$ cat config.mk
export PLATFORM = sky130hd
export DESIGN_NAME = float_divider
export DESIGN_NICKNAME = d
export VERILOG_FILES = /design/src/rtl/float_divider.sv
export SDC_FILE = /design/constraint.sdc
export NUM_CORES = 1
export LEC_CHECK = 0
export CAP_MARGIN = 20
export CORE_MARGIN = 2
export CORE_UTILIZATION = 45
export DETAILED_ROUTE_END_ITERATION = 6
export GPL_TIMING_DRIVEN = 0
export MAX_ROUTING_LAYER = met4
export PLACE_DENSITY_LB_ADDON = 0.2
export SETUP_SLACK_MARGIN = 0.15
export SLEW_MARGIN = 20
export SYNTH_ARGS = -nofsm -noshare
export SYNTH_HDL_FRONTEND = slang
export SYNTH_SLANG_ARGS = --single-unit
$ cat constraint.sdc
create_clock -name clk -period 6.7 [get_ports clk]
set_input_delay 0.67 -clock clk [delete_from_list [all_inputs] [get_ports clk]]
set_output_delay 0.67 -clock clk [all_outputs]
set_load 0.01 [all_outputs]
$ cat src/rtl/float_divider.sv
// rtl/float_divider.sv - iterative restoring-radix-2 float divider (FLOAT_DIV_ROUND_NEAREST_EN enables round-to-nearest)
module float_divider #(
  parameter int E_bit = 8,
  parameter int F_bit = 23,
  parameter int E_ref = (1 << (E_bit - 1)) - 1
) (
  input  logic                     clk,
  input  logic                     rst_n,
  input  logic                     start,
  input  logic [E_bit+F_bit:0]     div_a,
  input  logic [E_bit+F_bit:0]     div_b,
  output logic                     busy,
  output logic                     done,
  output logic [E_bit+F_bit:0]     out_a,
  output logic                     div_zero
);

  localparam int W  = E_bit + F_bit + 1;
`ifdef FLOAT_DIV_ROUND_NEAREST_EN
  // One extra quotient bit serves as the guard bit for rounding.
  localparam int QW = F_bit + 3;
`else
  localparam int QW = F_bit + 2;
`endif
  localparam int CW = $clog2(QW + 1);
  localparam int EW = E_bit + 2;

  // Exponent arithmetic is done modulo 2^EW; the MSB acts as the sign.
  localparam logic [EW-1:0] E_REF_X   = EW'(E_ref);
  localparam logic [EW-1:0] ONE_X     = EW'(1);
  localparam logic [EW-1:0] EXP_MAX_X = {2'b00, {E_bit{1'b1}}};
  localparam logic [CW-1:0] CNT_LOAD  = CW'(QW - 1);

  typedef enum logic [1:0] {
    IDLE   = 2'd0,
    UNPACK = 2'd1,
    ITER   = 2'd2,
    NORM   = 2'd3
  } state_t;

  typedef enum logic [1:0] {
    CLS_NAN  = 2'd0,
    CLS_DZ   = 2'd1,
    CLS_ZERO = 2'd2,
    CLS_NORM = 2'd3
  } cls_t;

  state_t            state_q, state_d;
  logic [W-1:0]      a_reg, b_reg;
  logic              sign_r;
  logic [EW-1:0]     e_r;
  logic [F_bit:0]    mb_r;
  logic [F_bit+1:0]  rem;
  logic [QW-1:0]     q;
  logic [CW-1:0]     cnt;
  cls_t              cls_r;

  // Operand fields of the captured inputs.
  logic              sa, sb;
  logic [E_bit-1:0]  ea, eb;
  logic [F_bit-1:0]  fa, fb;
  assign sa = a_reg[W-1];
  assign sb = b_reg[W-1];
  assign ea = a_reg[W-2:F_bit];
  assign eb = b_reg[W-2:F_bit];
  assign fa = a_reg[F_bit-1:0];
  assign fb = b_reg[F_bit-1:0];

  // Restoring division step: subtract when the remainder covers the divisor.
  logic              rem_ge;
  logic [F_bit+1:0]  rem_sub;
  logic [F_bit+1:0]  rem_nxt;
  always_comb begin
    rem_ge  = (rem >= {1'b0, mb_r});
    rem_sub = rem - {1'b0, mb_r};
    rem_nxt = rem_ge ? {rem_sub[F_bit:0], 1'b0} : {rem[F_bit:0], 1'b0};
  end

  // Operand classification, priority NaN/Inf > zero divisor > zero dividend.
  cls_t cls_n;
  always_comb begin
    cls_n = CLS_NORM;
    if ((ea == {E_bit{1'b1}}) || (eb == {E_bit{1'b1}}))
      cls_n = CLS_NAN;
    else if (eb == '0)
      cls_n = CLS_DZ;
    else if (ea == '0)
      cls_n = CLS_ZERO;
  end

  // Normalise the quotient, apply optional rounding and range checks.
  logic [F_bit-1:0] frac_n;
  logic [EW-1:0]    exp_n;
  logic             ovf, unf;
  logic [W-1:0]     res;
`ifdef FLOAT_DIV_ROUND_NEAREST_EN
  logic             guard;
  logic [F_bit:0]   frac_sum;
`endif
  always_comb begin
    frac_n = '0;
    exp_n  = e_r;
`ifdef FLOAT_DIV_ROUND_NEAREST_EN
    guard    = 1'b0;
    if (q[QW-1]) begin
      frac_n = q[F_bit+1:2];
      guard  = q[1];
    end else begin
      frac_n = q[F_bit:1];
      guard  = q[0];
      exp_n  = e_r - ONE_X;
    end
    frac_sum = {1'b0, frac_n} + {{F_bit{1'b0}}, guard};
    frac_n   = frac_sum[F_bit-1:0];
    if (frac_sum[F_bit])
      exp_n = exp_n + ONE_X;
`else
    if (q[QW-1]) begin
      frac_n = q[F_bit:1];
    end else begin
      frac_n = q[F_bit-1:0];
      exp_n  = e_r - ONE_X;
    end
`endif
    ovf = !exp_n[EW-1] && (exp_n >= EXP_MAX_X);
    unf = exp_n[EW-1] || (exp_n == '0);
    res = {sign_r, exp_n[E_bit-1:0], frac_n};
    case (cls_r)
      CLS_NAN:  res = {sign_r, {E_bit{1'b1}}, {{(F_bit-1){1'b0}}, 1'b1}};
      CLS_DZ:   res = {sign_r, {E_bit{1'b1}}, {F_bit{1'b0}}};
      CLS_ZERO: res = {sign_r, {(W-1){1'b0}}};
      default: begin
        if (ovf)
          res = {sign_r, {E_bit{1'b1}}, {{(F_bit-1){1'b0}}, 1'b1}};
        else if (unf)
          res = {sign_r, {(W-1){1'b0}}};
      end
    endcase
  end

  // State register.
  always_ff @(posedge clk or negedge rst_n) begin
    if (!rst_n)
      state_q <= IDLE;
    else
      state_q <= state_d;
  end

  // Next-state logic; start is only honoured in IDLE.
  always_comb begin
    state_d = state_q;
    case (state_q)
      IDLE:    if (start) state_d = UNPACK;
      UNPACK:  state_d = ITER;
      ITER:    if (cnt == '0) state_d = NORM;
      NORM:    state_d = IDLE;
      default: state_d = IDLE;
    endcase
  end

  // Datapath and handshake registers, stepped by the current state.
  always_ff @(posedge clk or negedge rst_n) begin
    if (!rst_n) begin
      a_reg    <= '0;
      b_reg    <= '0;
      sign_r   <= 1'b0;
      e_r      <= '0;
      mb_r     <= '0;
      rem      <= '0;
      q        <= '0;
      cnt      <= '0;
      cls_r    <= CLS_NAN;
      busy     <= 1'b0;
      done     <= 1'b0;
      out_a    <= '0;
      div_zero <= 1'b0;
    end else begin
      done <= 1'b0;
      case (state_q)
        IDLE: begin
          if (start) begin
            a_reg <= div_a;
            b_reg <= div_b;
            busy  <= 1'b1;
          end
        end
        UNPACK: begin
          sign_r <= sa ^ sb;
          e_r    <= {2'b00, ea} - {2'b00, eb} + E_REF_X;
          mb_r   <= {1'b1, fb};
          rem    <= {1'b0, 1'b1, fa};
          q      <= '0;
          cnt    <= CNT_LOAD;
          cls_r  <= cls_n;
        end
        ITER: begin
          rem <= rem_nxt;
          q   <= {q[QW-2:0], rem_ge};
          if (cnt != '0)
            cnt <= cnt - CW'(1);
        end
        NORM: begin
          out_a    <= res;
          div_zero <= (cls_r == CLS_DZ);
          done     <= 1'b1;
          busy     <= 1'b0;
        end
        default: ;
      endcase
    end
  end

endmodule

==> metrics.yaml, run 1 <==
outcome:
  status: "finished, final reports clean"
clocking:
  clkTransAtPathRegs_ns: 0.07
  clk_latency_ns: 0.43
  cts.sinks: 193
  cts.path.max_buffers: 2
  cts_tree: "yes"
  ctsHtreeMaxLevel: 4
  post_cts_buffers: 0
  hold_buffers: 0
  cts_made_buffers: 17
  cts_root_buf: "clkbuf_16"
  post_cts_resized: 0
sta:
  max-slew-margin-rel_pct: 45.1
  max_freq_mhz: 345
  slew_violations: 0
  grt_setup_unrepaired: "no"
  fin_skew_ns: 0.0106
  setup_viol: 0
  hold_viol: 0
  tightest_slew_ns: 0.813
  min_period_over_period_pct: 43.2
  setup_ws_ns: 3.80
  layout_min_cycle_time_ns: 2.90
grt:
  grt_start_max_net_pins: 90
  grt_use_total_pct: 20.9
  antenna_found_initial: 0
  grt_pass1_vias: 7719
  grt-ovfl-total: 0
  grt_first_pass_wirelength_um: 39300
power:
  power.density_nw_per_um2: 547
  ir_drop_uv: 367
  total_power_uw: 6740
  leakagePower_uw: 0.00512
layout:
  layout_commonest_cell: "dfrtp_1"
  n_fill_cell: 2082
  area_delta_synth_final_pct: 19.5
  layout_common_cells: "dfrtp_1, inv_1, clkdlybuf4s50_1"
  diodes: 0
  multi_input_area_um2: 4860
  nets: 1226
  register_area_um2: 4830
  drive_gt1_share_pct: 13.5
placement:
  post-place-ws_ns: 3.82
  place.gp.congestion: 0.845
  io_buffers: 101
  hpwlAfterDp_um: 17600
logic_synthesis:
  ys_ff_latch: 193
  ys_types: 76
  ys_async_sr_fraction_pct: 100
  synth-edff-count: 0
  netlist_area_um2: 10300
  ys_seq_area_share_pct: 46.9
  ys_warn_count: 0
  syn_avg_cell_area_um2: 10.4
  synth_largest_area_cell: "dfrtp_1"
  syn_nets: 1104
  synthTopCellsByArea: "dfrtp_1, mux2_2, ha_1, o21ai_0, inv_1"
  synthFlopType: "dfrtp_1"
  synth_top_area_share_pct: 46.9
  syn-instance-count: 995
critical_path:
  path_buf_inv: 0
  path_max_fanout: 3
  cp.arrival_ns: 3.20
  crit_family: "compound AO/OA/AOI/OAI gates"
  criticalPathCategory: "flip-flop to flip-flop"
  crit_required_ns: 7.01
  end_kind: "flip-flop"
  startpoint_type: "flip-flop"
  crit_slowest_cell: "fa_1"
  max_stage_delay_ns: 0.40
  path_cells: "ha_1, fa_1, nor2b_1, o2111a_1, o21a_1, o211ai_1, a211oi_1, mux2i_1, xor2_1, a221o_1"
detailed_routing:
  wl_um: 23500
  drt_pass1_iterations: 4
  drcViolationCount: 0
  wl_per_cell_um: 16.6
  num_vias: 7601
  viasPerCell: 5.38
  antenna_left: 0
  drt_iter0_drc: 389
hold_path:
  hp-class: "primary input to async pin"
job:
  cap_viol_max_count: 0
floorplanning:
  core_um2: 22600
  die_area_um2: 24100
  fp.dieW_um: 155
  ios: 102
  die_h_um: 155
  start_util_pct: 45.7
  row_count: 55
final cells by class:
type                            count  area share, %
Timing Repair Buffer              103           8.70
Clock buffer                       19           3.52
Sequential cell                   193           39.2
Buffer                             45           1.88
Clock inverter                     12           1.21
Tap cell                          285           2.90
Inverter                          102           3.12
Multi-Input combinational cell    655           39.5
worst paths after layout:
path,startpoint,cells past startpoint,slack [ns],end
max reg2reg,mb_r[0],10,3.80,rem[21]
max in group asynchronous,rst_n,2,5.84,rem[20]
min reg2reg,mb_r[23],1,0.48,mb_r[23]
min,rst_n,1,0.12,e_r[9]
min in group clk,mb_r[23],1,0.48,mb_r[23]
max,mb_r[0],10,3.80,rem[21]
Yosys cell counts (all sizes together) (5+ instances only):
master    n
a21o     14
a21oi    50
a221oi    5
a31oi     8
buf      10
clkbuf   35
dfrtp   193
ha       40
inv     100
mux2     70
mux2i    37
nand2    63
nand3    40
nand4     8
nor2     45
nor2b     8
nor3     17
nor4      9
o211ai    5
o21a      9
o21ai    93
o21bai    6
o22ai    23
o31ai     6
or3       5
xnor2    31
xor2     15
cells by family (layout without fill, tap and decap cells):
family	Yosys count	in the layout	share of synthesized area [%]
compound gates	251	251	16.7
xor+xnor	46	46	3.98
fa+ha+maj	42	42	5.24
buf+inv	147	281	5.97
flops	193	193	46.9
mux	107	107	11.2
simple gates	209	209	10.0
worst reg2reg max path, cell delays in order, from the launching register on:
cell      delay (ns)
dfrtp_1         0.38
ha_1            0.23
fa_1            0.40
nor2b_1         0.18
o2111a_1        0.22
o21a_1          0.19
o211ai_1        0.14
a211oi_1        0.34
mux2i_1         0.26
xor2_1          0.11
a221o_1         0.32
power by group:
group / total, µW / internal [µW] / switching (µW)
clock: 1030 / 559 / 466
combinational: 3760 / 1630 / 2130
sequential: 1960 / 1620 / 339
total: 6740 / 3810 / 2930
layer usage:
metal / vias up / wire [µm] / part of all wire (%) / global-route usage [%]
met5: - / 0 / 0 / -
met1: 3744 / 10600 / 45 / 26.1
li1: 3729 / - / - / -
met3: 18 / 647 / 2.8 / 3.23
met2: 110 / 12000 / 51 / 36.5
met4: 0 / 250 / 1.1 / 3.98
metrics by stage:
| step | hold slack (ns) | area (µm²) | cells | util (%) | TNS [ns] |
|---|---|---|---|---|---|
| after detailed placement | 0.456 | 11700 | 1383 | 52.0 | 0 |
| after global placement | 0.455 | 11700 | 1381 | 51.7 | -625.91 |
| after global routing | 0.129 | 12300 | 1414 | 54.6 | 0 |
| after CTS | 0.117 | 12300 | 1414 | 54.6 | 0 |
| after floorplan | 0.374 | 10300 | 995 | - | 0 |
| final | 0.116 | 12300 | 1414 | 54.6 | 0 |
No activity file was read; power rests on OpenSTA's default activity.
==> inputs of run 2 (changes only) <==
==> constraint.sdc (replaced) <==
create_clock -name clk -period 2.8 [get_ports clk]
set_input_delay 0.28 -clock clk [delete_from_list [all_inputs] [get_ports clk]]
set_output_delay 0.28 -clock clk [all_outputs]
set_load 0.01 [all_outputs]
==> run 2 against run 1 <==
  * Clock-buffer cell count is the same
  * Combinational power grew to 2.8 times the previous value
  * Critical endpoint is now rem[6]
  * Clock power grew 140%
  * Critical path depth grew 1
  * Via count grew 2.7%
  * Routed wire length grew 4.4%
  * Register-to-register slack lost 3.7 ns
  * First-iteration DRC count grew 0.51%
  * Critical path type unchanged
  * Highest routed layer unchanged
  * Largest power group unchanged
  * Die area is the same
  * Sequential power grew 140%
  * Total power grew to 2.7 times the previous value
==> metrics.yaml, run 2 (synthesis results as in run 1) <==
floorplanning:
  row_count: 55
  fp.dieW_um: 155
  die_h_um: 155
  die_area_um2: 24100
  start_util_pct: 45.7
  core_um2: 22600
  ios: 102
clocking:
  ctsHtreeMaxLevel: 4
  cts_tree: "yes"
  cts.sinks: 193
  clkTransAtPathRegs_ns: 0.07
  cts.path.max_buffers: 2
  cts_made_buffers: 17
  cts_root_buf: "clkbuf_16"
  clk_latency_ns: 0.43
sta:
  grt_setup_unrepaired: "yes"
  max_freq_mhz: 368
  fin_tns_setup_ns: 0
  slew_violations: 0
  max-slew-margin-rel_pct: 44.2
  setup_viol: 0
  hold_viol: 0
  layout_min_cycle_time_ns: 2.72
  tightest_slew_ns: 0.826
  fin_skew_ns: 0.0115
  min_period_over_period_pct: 97.1
critical_path:
  crit_slowest_cell: "dfrtp_1"
  crit_family: "compound AO/OA/AOI/OAI gates"
  crit_required_ns: 3.12
  path_cells: "ha_4, o21ai_0, o21bai_2, or3_4, o211ai_2, a31o_1, buf_6, buf_8, mux2i_1, a21oi_1, a21o_1"
  cp.arrival_ns: 3.04
  max_stage_delay_ns: 0.45
  path_max_fanout: 8
  end_kind: "flip-flop"
  criticalPathCategory: "flip-flop to flip-flop"
  startpoint_type: "flip-flop"
  path_buf_inv: 2
detailed_routing:
  num_vias: 7809
  drt_pass1_iterations: 5
  drt_iter0_drc: 391
  antenna_left: 0
  wl_per_cell_um: 17.0
  drcViolationCount: 0
  wl_um: 24500
  viasPerCell: 5.43
hold_path:
  hp-class: "primary input to async pin"
power:
  total_power_uw: 17900
  leakagePower_uw: 0.00531
  ir_drop_uv: 1020
  power.density_nw_per_um2: 1380
layout:
  final_cell_count_no_fill: 1438
  layout_commonest_cell: "dfrtp_1"
  nets: 1250
  n_fill_cell: 2008
  fin_util_pct: 57.4
  area_delta_synth_final_pct: 25.7
  layout_common_cells: "dfrtp_1, clkdlybuf4s50_1, inv_1"
  diodes: 0
  drive_gt1_share_pct: 19.6
grt:
  grt_use_total_pct: 21.3
  grt_first_pass_wirelength_um: 39900
  grt_pass1_vias: 7863
  grt-ovfl-total: 0
  grt_start_max_net_pins: 90
  antenna_found_initial: 0
placement:
  io_buffers: 101
  hpwlAfterDp_um: 17600
  placedCellCount: 1383
  place.gp.congestion: 0.845
outcome:
  status: "finished, final reports clean"
job:
  cap_viol_max_count: 0
-- run 2: per-stage QoR --
stage               hold slack [ns]  instance area (µm²)  setup slack (ns)
global placement              0.455                11700             -6.78
CTS                           0.322                12600             0.141
finish                        0.318                13000            0.0802
global route                  0.340                13000          -0.00335
detailed placement            0.185                11700           -0.0818
floorplan                   -0.0156                10300             0.204
-- run 2: path summary, 6_finish.rpt --
| kind | startpoint | endpoint | slack (ns) | depth (start not counted) |
|---|---|---|---|---|
| max | rem[7] | rem[6] | 0.08 | 11 |
| min | rst_n | e_r[9] | 0.32 | 2 |
| max reg2reg | rem[7] | rem[6] | 0.08 | 11 |
| min reg2reg | mb_r[23] | mb_r[23] | 0.48 | 1 |
| max in group asynchronous | rst_n | rem[14] | 1.72 | 3 |
| min in group clk | div_b[29] | b_reg[29] | 0.46 | 2 |
-- run 2: area by class of cell --
type | instances | area (µm²) | area share [%]
well taps | 285 | 357 | 2.75
clock buffers | 19 | 433 | 3.34
clock inverters | 12 | 149 | 1.15
inverters | 102 | 390 | 3.01
multi-input cells | 655 | 5240 | 40.4
flip-flops and latches | 193 | 4830 | 37.3
plain buffers | 45 | 251 | 1.94
repair buffers | 127 | 1310 | 10.1
-- run 2: what timing repair did --
item | 4_1_cts | 5_1_grt
gates cloned | 1 | 1
gates resized for setup | 28 | 51
hold buffers | 1 | 0
setup buffers | 7 | 14
pin swaps | 12 | 25
endpoints found under the hold margin | 36 | 0
setup endpoints to repair | 20 | 47
-- run 2: worst register-to-register path, stage by stage (launching register included) --
cell,delay (ns)
dfrtp_1,0.45
ha_4,0.27
o21ai_0,0.26
o21bai_2,0.14
or3_4,0.38
o211ai_2,0.18
a31o_1,0.18
buf_6,0.17
buf_8,0.14
mux2i_1,0.20
a21oi_1,0.08
a21o_1,0.17
-- run 2: routing by layer --
metal	GRT usage, %	up-vias	wire (µm)
met2	37.0	136	12600
met5	-	-	0
met4	5.33	0	469
met1	26.1	3858	10800
met3	3.40	36	686
li1	-	3779	-
-- run 2: power breakdown --
group / switching (µW) / internal (µW)
Combinational: 5680 / 4990
Sequential: 873 / 3880
Clock: 1120 / 1340
Total: 7670 / 10200
